$ cat src/rtl/calc_sequencer.sv
// calc_sequencer: queues 23-bit instructions in a small FIFO and issues them
// one per cycle to a downstream calculator as registered control pulses.
// READ results are captured from the calculator's read bus into a
// valid/ready result register. A READ cannot issue while an earlier READ's
// result is still waiting to be taken.
module calc_sequencer #(
  parameter int DEPTH = 4
) (
  input  logic        Clk,
  input  logic        Rst,
  input  logic        in_valid,
  output logic        in_ready,
  input  logic [22:0] in_instr,
  output logic        WEN,
  output logic [2:0]  RW,
  output logic [2:0]  RX,
  output logic [2:0]  RY,
  output logic [7:0]  DataIn,
  output logic        Sel,
  output logic [3:0]  Ctrl,
  input  logic [7:0]  busY,
  input  logic        Carry,
  output logic        res_valid,
  input  logic        res_ready,
  output logic [7:0]  res_data,
  output logic        carry_flag,
  output logic        busy
);

  localparam int PW = (DEPTH > 1) ? $clog2(DEPTH) : 1;
  localparam int CW = $clog2(DEPTH + 1);

  localparam logic [1:0] T_EXEC_D = 2'b00;
  localparam logic [1:0] T_EXEC_R = 2'b01;
  localparam logic [1:0] T_READ   = 2'b10;

  localparam logic [1:0] S_IDLE  = 2'd0;
  localparam logic [1:0] S_ISSUE = 2'd1;
  localparam logic [1:0] S_STALL = 2'd2;

  logic [22:0]   mem [DEPTH];
  logic [PW-1:0] wr_ptr;
  logic [PW-1:0] rd_ptr;
  logic [CW-1:0] count;
  logic [1:0]    state;
  logic [1:0]    state_next;
  logic [1:0]    pres_type;
  logic          pres_valid;
  logic [22:0]   head;
  logic [1:0]    head_type;
  logic          push;
  logic          pop_ok;
  logic          pop;

  assign head       = mem[rd_ptr];
  assign head_type  = head[22:21];
  // An instruction is being presented exactly when the FSM sits in ISSUE.
  assign pres_valid = (state == S_ISSUE);

  assign in_ready = (count < CW'(DEPTH)) && !Rst;
  assign push     = in_valid && in_ready;
  // A READ may not issue while a result is still held, or while the
  // instruction currently presented is itself a READ about to capture.
  assign pop_ok   = !((head_type == T_READ) &&
                      (res_valid || (pres_valid && (pres_type == T_READ))));
  assign pop      = (count != '0) && pop_ok;
  assign busy     = (count != '0) || pres_valid;

  // FIFO storage write.
  // NOTE: storage carries no reset; valid entries are tracked by count and the pointers alone.
  always_ff @(posedge Clk) begin
    if (push) mem[wr_ptr] <= in_instr;
  end

  // FIFO pointers and occupancy; pointers wrap naturally since DEPTH is a power of two.
  // NOTE: state registers use non-blocking assignments so every block sees pre-edge values.
  always_ff @(posedge Clk) begin
    if (Rst) begin
      wr_ptr <= '0;
      rd_ptr <= '0;
      count  <= '0;
    end else begin
      if (push) wr_ptr <= wr_ptr + PW'(1);
      if (pop)  rd_ptr <= rd_ptr + PW'(1);
      case ({push, pop})
        2'b10:   count <= count + CW'(1);
        2'b01:   count <= count - CW'(1);
        default: count <= count;
      endcase
    end
  end

  // Next-state selection for the issue FSM.
  always_comb begin
    // NOTE: default assignment first so no path leaves state_next unassigned (no latch).
    state_next = S_IDLE;
    if (pop)                state_next = S_ISSUE;
    else if (count != '0)   state_next = S_STALL;
  end

  // Issue FSM state register.
  always_ff @(posedge Clk) begin
    if (Rst) state <= S_IDLE;
    else     state <= state_next;
  end

  // Calculator control outputs: loaded on a pop, otherwise returned to zero.
  always_ff @(posedge Clk) begin
    if (Rst) begin
      WEN       <= 1'b0;
      Sel       <= 1'b0;
      RW        <= '0;
      RX        <= '0;
      RY        <= '0;
      Ctrl      <= '0;
      DataIn    <= '0;
      pres_type <= '0;
    end else begin
      WEN    <= 1'b0;
      Sel    <= 1'b0;
      RW     <= '0;
      RX     <= '0;
      RY     <= '0;
      Ctrl   <= '0;
      DataIn <= '0;
      if (pop) begin
        pres_type <= head_type;
        WEN       <= (head_type == T_EXEC_D) || (head_type == T_EXEC_R);
        Sel       <= (head_type == T_EXEC_R);
        RW        <= head[20:18];
        RX        <= head[17:15];
        RY        <= head[14:12];
        Ctrl      <= head[11:8];
        DataIn    <= (head_type == T_EXEC_D) ? head[7:0] : 8'h00;
      end
    end
  end

  // Result capture for READs and carry capture for EXEC instructions.
  always_ff @(posedge Clk) begin
    if (Rst) begin
      res_valid  <= 1'b0;
      res_data   <= '0;
      carry_flag <= 1'b0;
    end else begin
      if (pres_valid && (pres_type == T_READ)) begin
        res_data  <= busY;
        res_valid <= 1'b1;
      end else if (res_valid && res_ready) begin
        res_valid <= 1'b0;
      end
      if (pres_valid && !pres_type[1]) carry_flag <= Carry;
    end
  end

endmodule
$ cat config.mk
export PLATFORM = sky130hd
export DESIGN_NAME = calc_sequencer
export DESIGN_NICKNAME = d
export VERILOG_FILES = /design/src/rtl/calc_sequencer.sv
export SDC_FILE = /design/constraint.sdc
export NUM_CORES = 1
export LEC_CHECK = 0
export CAP_MARGIN = 5
export CORE_UTILIZATION = 50
export DETAILED_ROUTE_END_ITERATION = 16
export PLACE_DENSITY = 0.74
export SYNTH_ARGS = -nofsm -noshare
export SYNTH_HDL_FRONTEND = slang
export SYNTH_SLANG_ARGS = --single-unit
$ cat constraint.sdc
create_clock -name Clk -period 3.55 [get_ports Clk]
set_input_delay 0.71 -clock Clk [delete_from_list [all_inputs] [get_ports Clk]]
set_output_delay 0.71 -clock Clk [all_outputs]
set_load 0.02 [all_outputs]
# [Yosys cells after proc, flatten, opt, wreduce, memory -nomap -nowiden]
# Memories as Yosys holds them, arrays and structs flattened. A register that Yosys moved wholly into a read port is not among the register bits.
# Cells that the tools add are included.
[classes] n_addsub=4 n_lt_le_gt_ge=1 n_eq_ne=6 muxes=9 n_bitwise=2 n_reduce_logical=20
[ops] op="logical AND 1 bit" n=7
[ops] op="== test 2 x 1 -> 1 bit (second input constant)" n=3
[ops] op="== test 2 bit (second input constant)" n=3
[ops] op="2-to-1 mux 2 bit" n=3
[ops] op="case mux 3 bit (2 select lines)" n=1
[ops] op="2-to-1 mux 1 bit" n=5
[ops] op="adder 2 x 1 -> 2 bit (second input constant)" n=2
[ops] op="nonzero test 2 bit" n=2
[ops] op="OR reduction 2 bit" n=2
[ops] op="adder 3 x 1 -> 3 bit (second input constant)" n=1
[ops] op="zero test 1 bit" n=3
[ops] op="logical OR 1 bit" n=3
[ops] op="< comparator 3 bit (second input constant)" n=1
[ops] op="nonzero test 3 bit" n=1
[ops] op="OR reduction 3 bit" n=1
[ops] op="subtractor 3 x 1 -> 3 bit (second input constant)" n=1
[ops] op="zero test 2 bit" n=1
[ops] op="NOT 1 bit" n=2
[totals] regBits=44 ram_bits=92 in_bits=36 out_inout_bits=35 elab_cells=59 mem_count=1
[memory_table] memory="mem" words=4 width=23 rd=1 rd_clocked_by_memory_dff=1 wr=1 line="41" source="logic [22:0] mem [DEPTH];"

# [Depth between registers and ports, before layout]
# Gate-level depths: netlist of run 1.
[logic_depth] word_depth=8 mapped_depth=11 depth_no_buf=10

# [Worst setup path before layout of run 1]
# OpenSTA, ideal clock, no wires.
[synth_timing] kind="flip-flop to flip-flop" startpoint="register (tool-made name)" endpoint="register count[2]" setup_ns=0.071 t_arrival_ns=2.375 required_ns=3.479 setup_slack_ns=1.105 stages_incl_launch_ff=12 n_path_buf=1 period_less_slack_ns=2.445 cell_sequence="dfxtp_1 buf_6 mux4_2 o21ai_2 nor2_1 nor2_1 ha_1 inv_1 fa_1 xor2_1 or3_1 a21oi_1"
[synth_rtl] element="end signal, assigned" line="86" source="2'b10: count <= count + CW'(1);"
[synth_rtl] element="end signal, assigned" line="87" source="2'b01: count <= count - CW'(1);"
[synth_rtl] element="end signal, assigned" line="88" source="default: count <= count;"
[synth_rtl] element="end, declared" line="44" source="logic [CW-1:0] count;"

# [Worst setup path after layout of run 1]
[layout_timing] startpoint="input Rst" endpoint="output in_ready"
[layout_between] elab_chain_len=2
[layout_lines] element="start, declared" line="10" source="input logic Rst,"
[layout_lines] element="zero test 1 bit" line="60" source="assign in_ready = (count < CW'(DEPTH)) && !Rst;"
[layout_lines] element="logical AND 1 bit" line="60"
[layout_lines] element="end, declared" line="12" source="output logic in_ready,"
# No other way between the ends.

==> results of run 1 <==
==> layout by cell type (no fill, tap or decap), types with 5 or more instances in the layout <==
cell	count
edfxtp_1	92
inv_1	8
clkdlybuf4s50_1	70
nor2_1	11
buf_4	11
dfxtp_1	45
mux4_2	23
nand2_1	23
ha_1	5
a21oi_1	13
clkbuf_16	16
nor2b_1	21
==> path summary, 6_finish.rpt <==
path | from | endpoint | slack, ps | cells past startpoint
min reg2reg | res_data[7] | res_data[7] | 450 | 2
max | Rst | in_ready | 800 | 3
max reg2reg | register | count[2] | 820 | 10
min | res_data[7] | res_data[7] | 450 | 2
==> power groups by stage <==
stage / Combinational, W / Clock, W / Sequential, W
after floorplan: 0.000591 / 0 / 0.00208
after global placement: 0.00100 / 0 / 0.00201
after detailed placement: 0.00101 / 0 / 0.00201
after CTS: 0.00102 / 0.00174 / 0.00198
after global routing: 0.00110 / 0.00181 / 0.00200
final: 0.00100 / 0.00171 / 0.00198
==> per-stage QoR <==
| step | utilization, % | power (W) | hold slack [ps] |
|---|---|---|---|
| 4_1_cts | 68.13 | 0.004742 | 456.2 |
| 3_3_place_gp | 61.99 | 0.003006 | 442.9 |
| 5_1_grt | 68.13 | 0.004906 | 492.1 |
| 2_1_floorplan | - | 0.002668 | 474.5 |
| 3_5_place_dp | 61.99 | 0.003024 | 448.1 |
| 6_report | 68.13 | 0.004692 | 451.8 |
==> cells by family after synthesis <==
kind of cell	Yosys count	synth area share, %
AOI/OAI and AO/OA	21	2.426
xor gates and xnor gates	3	0.5308
adders and majority gates	6	1.668
buffers and inverters	19	1.819
DFF	138	74.40
muxes	23	10.46
and+or+nand+nor	80	8.693
==> final cells by class <==
class                      count  area share [%]
sequential                   138           57.44
multi-input combinational    133           18.35
timing repair buffer          81           12.21
clock buffer                  21           6.690
tap                          129           2.516
clock inverter                11           2.321
inverter                       8          0.4681
==> state kept, by name, indices dropped and copies added (netlist names), named ones only <==
name and cells:
pres_type 2, res_data 8, count 3, Ctrl 4, carry_flag 1, res_valid 1, mem 92, Sel 1
DataIn 8, RY 3, state 2, RX 3, wr_ptr 2, RW 3, WEN 1, rd_ptr 2
==> metal layers <==
metal | up-vias | part of all wire, %
li1 | 1270 | -
met1 | 1323 | 45
met2 | 70 | 50
met3 | 11 | 4.4
met4 | 0 | 1.3
met5 | - | 0
==> critical path, cell delays in order <==
cell and delay (ps):
clkdlybuf4s50_1 420, nor2_1 240, clkdlybuf4s50_1 670
==> out/metrics.cfg, run 1 <==
[floorplanning]
start_util_pct=52.58
design.core.area_sq_um=9415
die_w_um=101.5
io_pins=71
die_h_um=101.5
die_area_sq_um=10300
rows=35

[run]
maxCapViolCount=0

[outcome]
outcome=complete, no violations

[global_routing]
grtUsageMet3_pct=5.452
grt_use_met2_pct=30.15
grt_util_met1_pct=23.46
grt_usage_pct=18.55
top_usage_layer=met2
antenna_found_initial=0
grt_pass1_vias=2699
grt_pass1_wl_um=13550
grt_overflow=0
grt_max_degree=24

[cells_and_area]
antenna_cells=0
nets=421
finalNonFillerCells=521
drive_gt1_share_pct=17.09
fin_area_sq_um=6415
area_growth_pct=29.57
nFillCells=654
multi_input_area_sq_um=1177
layout.area.seq_sq_um=3685

[synthesis]
synth_common_cells=92 x edfxtp_1, 46 x dfxtp_1, 23 x mux4_2, 23 x nand2_1, 21 x nor2b_1
synth-seq-cells=138
synth_edf_count=92
syn_area_sq_um=4951
yosysMostFrequentCell=edfxtp_1
synth_area_per_cell_sq_um=17.07
seq_area_frac_synth_pct=74.40
async_reset_ff_share_pct=0
netlist_instances=290
synth_nets=332
yosys.area.top_type_share_pct=55.80
yosysTopAreaCell=edfxtp_1
synth_cell_types=35
synthFlopType=edfxtp_1
netlist_top_cells_area=edfxtp_1 56%, dfxtp_1 19%, mux4_2 10%
yosys_warnings=0

[placement]
placed_area_sq_um=5837
dp.cells=489
gp_congestion=0.7264
place_worst_setup_slack_ps=723.4
hpwl_um=4922
port_buffers=70

[clocking]
clkLatencyLatePin_ps=510
cts_setup_buffers=0
cts_tree=yes
clockBufferDepth=2
clockRootBuffer=clkbuf_8
hold_buffers=0
path_clk_slew_ps=60
cts.sinks=138
htree_levels=4
ctsResizeCount=0
numCtsBuffers=17

[power]
power_per_cell_area_nw_per_um2=731.4
netSwitchingFraction_pct=25.70
power.share.clock_pct=36.5
ir_worst_vdd_v=0.0004011
seqPwrFrac_pct=42.1
combPwrFrac_pct=21.4
cellLeakagePower_nw=2.176
p_int_w=0.003486
netSwitchingPower_w=0.001206

[worst_hold_path]
hold_path_class=reg -> reg

[timing]
max_freq_mhz=363.8
relSlewSlack_pct=59.65
fin_skew_ps=8.851
setup_violations=0
grt_setup_unrepaired=false
slew_viol_final=0
min_period_ps=2749
hold_violations=0
finalSetupTns_ps=0
min_period_over_period_pct=77.44
setup_slack_ps=801.0
worst_pin_slew_ps=601.2

[route]
first_pass_iters=4
drtIter0Drc=141
avgRoutedWirePerCell_um=16.24
drc=0
via_count=2674
postRouteAntennaNets=0
wl_um=8459
vias_per_cell=5.132

[critical_path]
critPathCaptureType=output port
critPathArrivalTime_ps=2040
worstPathRequired_ps=2840
critPathLaunchType=input pin
cp_max_fo=6
crit_type=in -> out

No activity file was read; power rests on OpenSTA's default activity.
==> run 2: changes to the inputs <==
==> constraint.sdc (replaced) <==
create_clock -name Clk -period 2.7 [get_ports Clk]
set_input_delay 0.54 -clock Clk [delete_from_list [all_inputs] [get_ports Clk]]
set_output_delay 0.54 -clock Clk [all_outputs]
set_load 0.02 [all_outputs]
==> out/metrics.cfg, run 2 (synthesis results as in run 1) <==
[route]
avgRoutedWirePerCell_um=17.13  ; +5.5%
vias_per_cell=5.183  ; +0.98%
via_count=2721  ; +1.8%
drc=0  ; unchanged
wl_um=8993  ; +6.3%
postRouteAntennaNets=0  ; unchanged
drtIter0Drc=159  ; +13%
first_pass_iters=6  ; +2

[global_routing]
grt_pass1_wl_um=14410  ; +6.4%
grt_usage_pct=19.67  ; +1.1 points
top_usage_layer=met2
grtUsageMet3_pct=5.383  ; -0.069 points
grt_overflow=0  ; unchanged
grt_max_degree=24  ; unchanged
grt_use_met2_pct=32.33  ; +2.2 points
grt_pass1_vias=2837  ; +5.1%
grt_util_met1_pct=24.73  ; +1.3 points
antenna_found_initial=0  ; unchanged

[timing]
setup_violations=0  ; unchanged
grt_setup_unrepaired=false
slew_viol_final=0  ; unchanged
worst_pin_slew_ps=552.2  ; -49.00 ps
relSlewSlack_pct=62.68  ; +3.0 points
setup_slack_ps=150.0  ; -651.0 ps
max_freq_mhz=392.2
finalSetupTns_ps=0  ; unchanged
min_period_ps=2550
min_period_over_period_pct=94.44
hold_violations=0  ; unchanged
fin_skew_ps=6.702  ; -2.149 ps
holdWs_ps=452.5  ; +0.6940 ps

[clocking]
numCtsBuffers=17  ; unchanged
htree_levels=4  ; unchanged
ctsResizeCount=0  ; unchanged
clockBufferDepth=2  ; unchanged
clockRootBuffer=clkbuf_8
clkLatencyLatePin_ps=510  ; about the same
cts_tree=yes
hold_buffers=0  ; unchanged
cts_setup_buffers=0  ; unchanged
path_clk_slew_ps=60  ; about the same
cts.sinks=138  ; unchanged

[cells_and_area]
layout.area.seq_sq_um=3685  ; unchanged
drive_gt1_share_pct=18.69  ; +1.6 points
nFillCells=626  ; -4.3%
largest_reg_flops=92  ; unchanged
multi_input_area_sq_um=1177  ; unchanged
nets=425  ; +0.95%
utilization_pct=69.34  ; +1.2 points
mostFrequentLayoutCell=edfxtp_1
largest-register=mem
layout_common_cells=92 x edfxtp_1, 70 x clkdlybuf4s50_1, 45 x dfxtp_1
area_growth_pct=31.87
top_regs=mem (92), DataIn (8), res_data (8)
antenna_cells=0  ; unchanged

[critical_path]
crit_type=reg -> reg
critPathLaunchType=register
cp_max_fo=4  ; -2
critPathArrivalTime_ps=3000  ; +960 ps
critPathCaptureType=register
worstPathRequired_ps=3150  ; +310 ps

[worst_hold_path]
hold_path_class=reg -> reg

[floorplanning]
design.core.area_sq_um=9415  ; unchanged
die_area_sq_um=10300  ; unchanged
die_h_um=101.5  ; unchanged
die_w_um=101.5  ; unchanged
rows=35  ; unchanged
start_util_pct=52.58  ; unchanged
io_pins=71  ; unchanged

[placement]
hpwl_um=5295  ; +7.6%
place_worst_setup_slack_ps=29.57  ; -693.8 ps
port_buffers=70  ; unchanged
gp_congestion=0.7634  ; +5.1%

[outcome]
outcome=complete, no violations

[power]
power_per_cell_area_nw_per_um2=999.1  ; +37%
p_total_w=0.006523  ; +39%
ir_worst_vdd_v=0.0008665  ; +120%
cellLeakagePower_nw=2.238  ; +2.9%

[run]
maxCapViolCount=0  ; unchanged

-- run 2: cell count changes in the layout (fill, tap and decap cells not counted) --
cell	before	now
clkinvlp_4	3	2
clkinv_1	0	1
clkbuf_1	4	0
clkinv_4	2	4
bufinv_16	3	6
clkinv_2	2	1
buf_4	11	15
-- run 2: worst paths after layout --
kind	end	cells past startpoint	slack (ps)	start
min reg2reg	res_data[4]	2	450	res_data[4]
min	res_data[4]	2	450	res_data[4]
max	count[2]	10	150	register
max reg2reg	count[2]	10	150	register
-- run 2: where the power goes --
group,total (W),switching (W),internal (W)
combinational,0.00137,0.000660,0.000707
sequential,0.00260,0.000111,0.00249
clock,0.00256,0.000871,0.00169
total,0.00652,0.00164,0.00488
-- run 2: area by class of cell --
type                       instances  share of cell area [%]
timing repair buffer              85                   12.46
clock inverter                    15                   3.795
multi-input combinational        133                   18.03
inverter                           8                  0.4599
clock buffer                      17                   6.343
sequential                       138                   56.44
tap                              129                   2.472
-- run 2: routing by layer --
metal	vias to the layer above	wire (um)
met5	-	0
met4	0	93
met3	7	384
met2	82	4475
met1	1360	4040
li1	1272	-
-- run 2: worst max-delay path, stage by stage (launching register included) --
cell	delay, ps
dfxtp_2	370
mux4_2	570
o21ai_2	100
nor2_1	60
nor2_1	130
ha_1	210
inv_1	60
fa_1	380
xor2_1	170
or3_1	310
a21oi_1	130
-- run 2: stage by stage --
stage | cell area, sq um | std cells
final | 6529 | 525
after global routing | 6529 | 525
after CTS | 6529 | 525
after detailed placement | 5867 | 493
after global placement | 5867 | 493
after floorplan | 4951 | 290
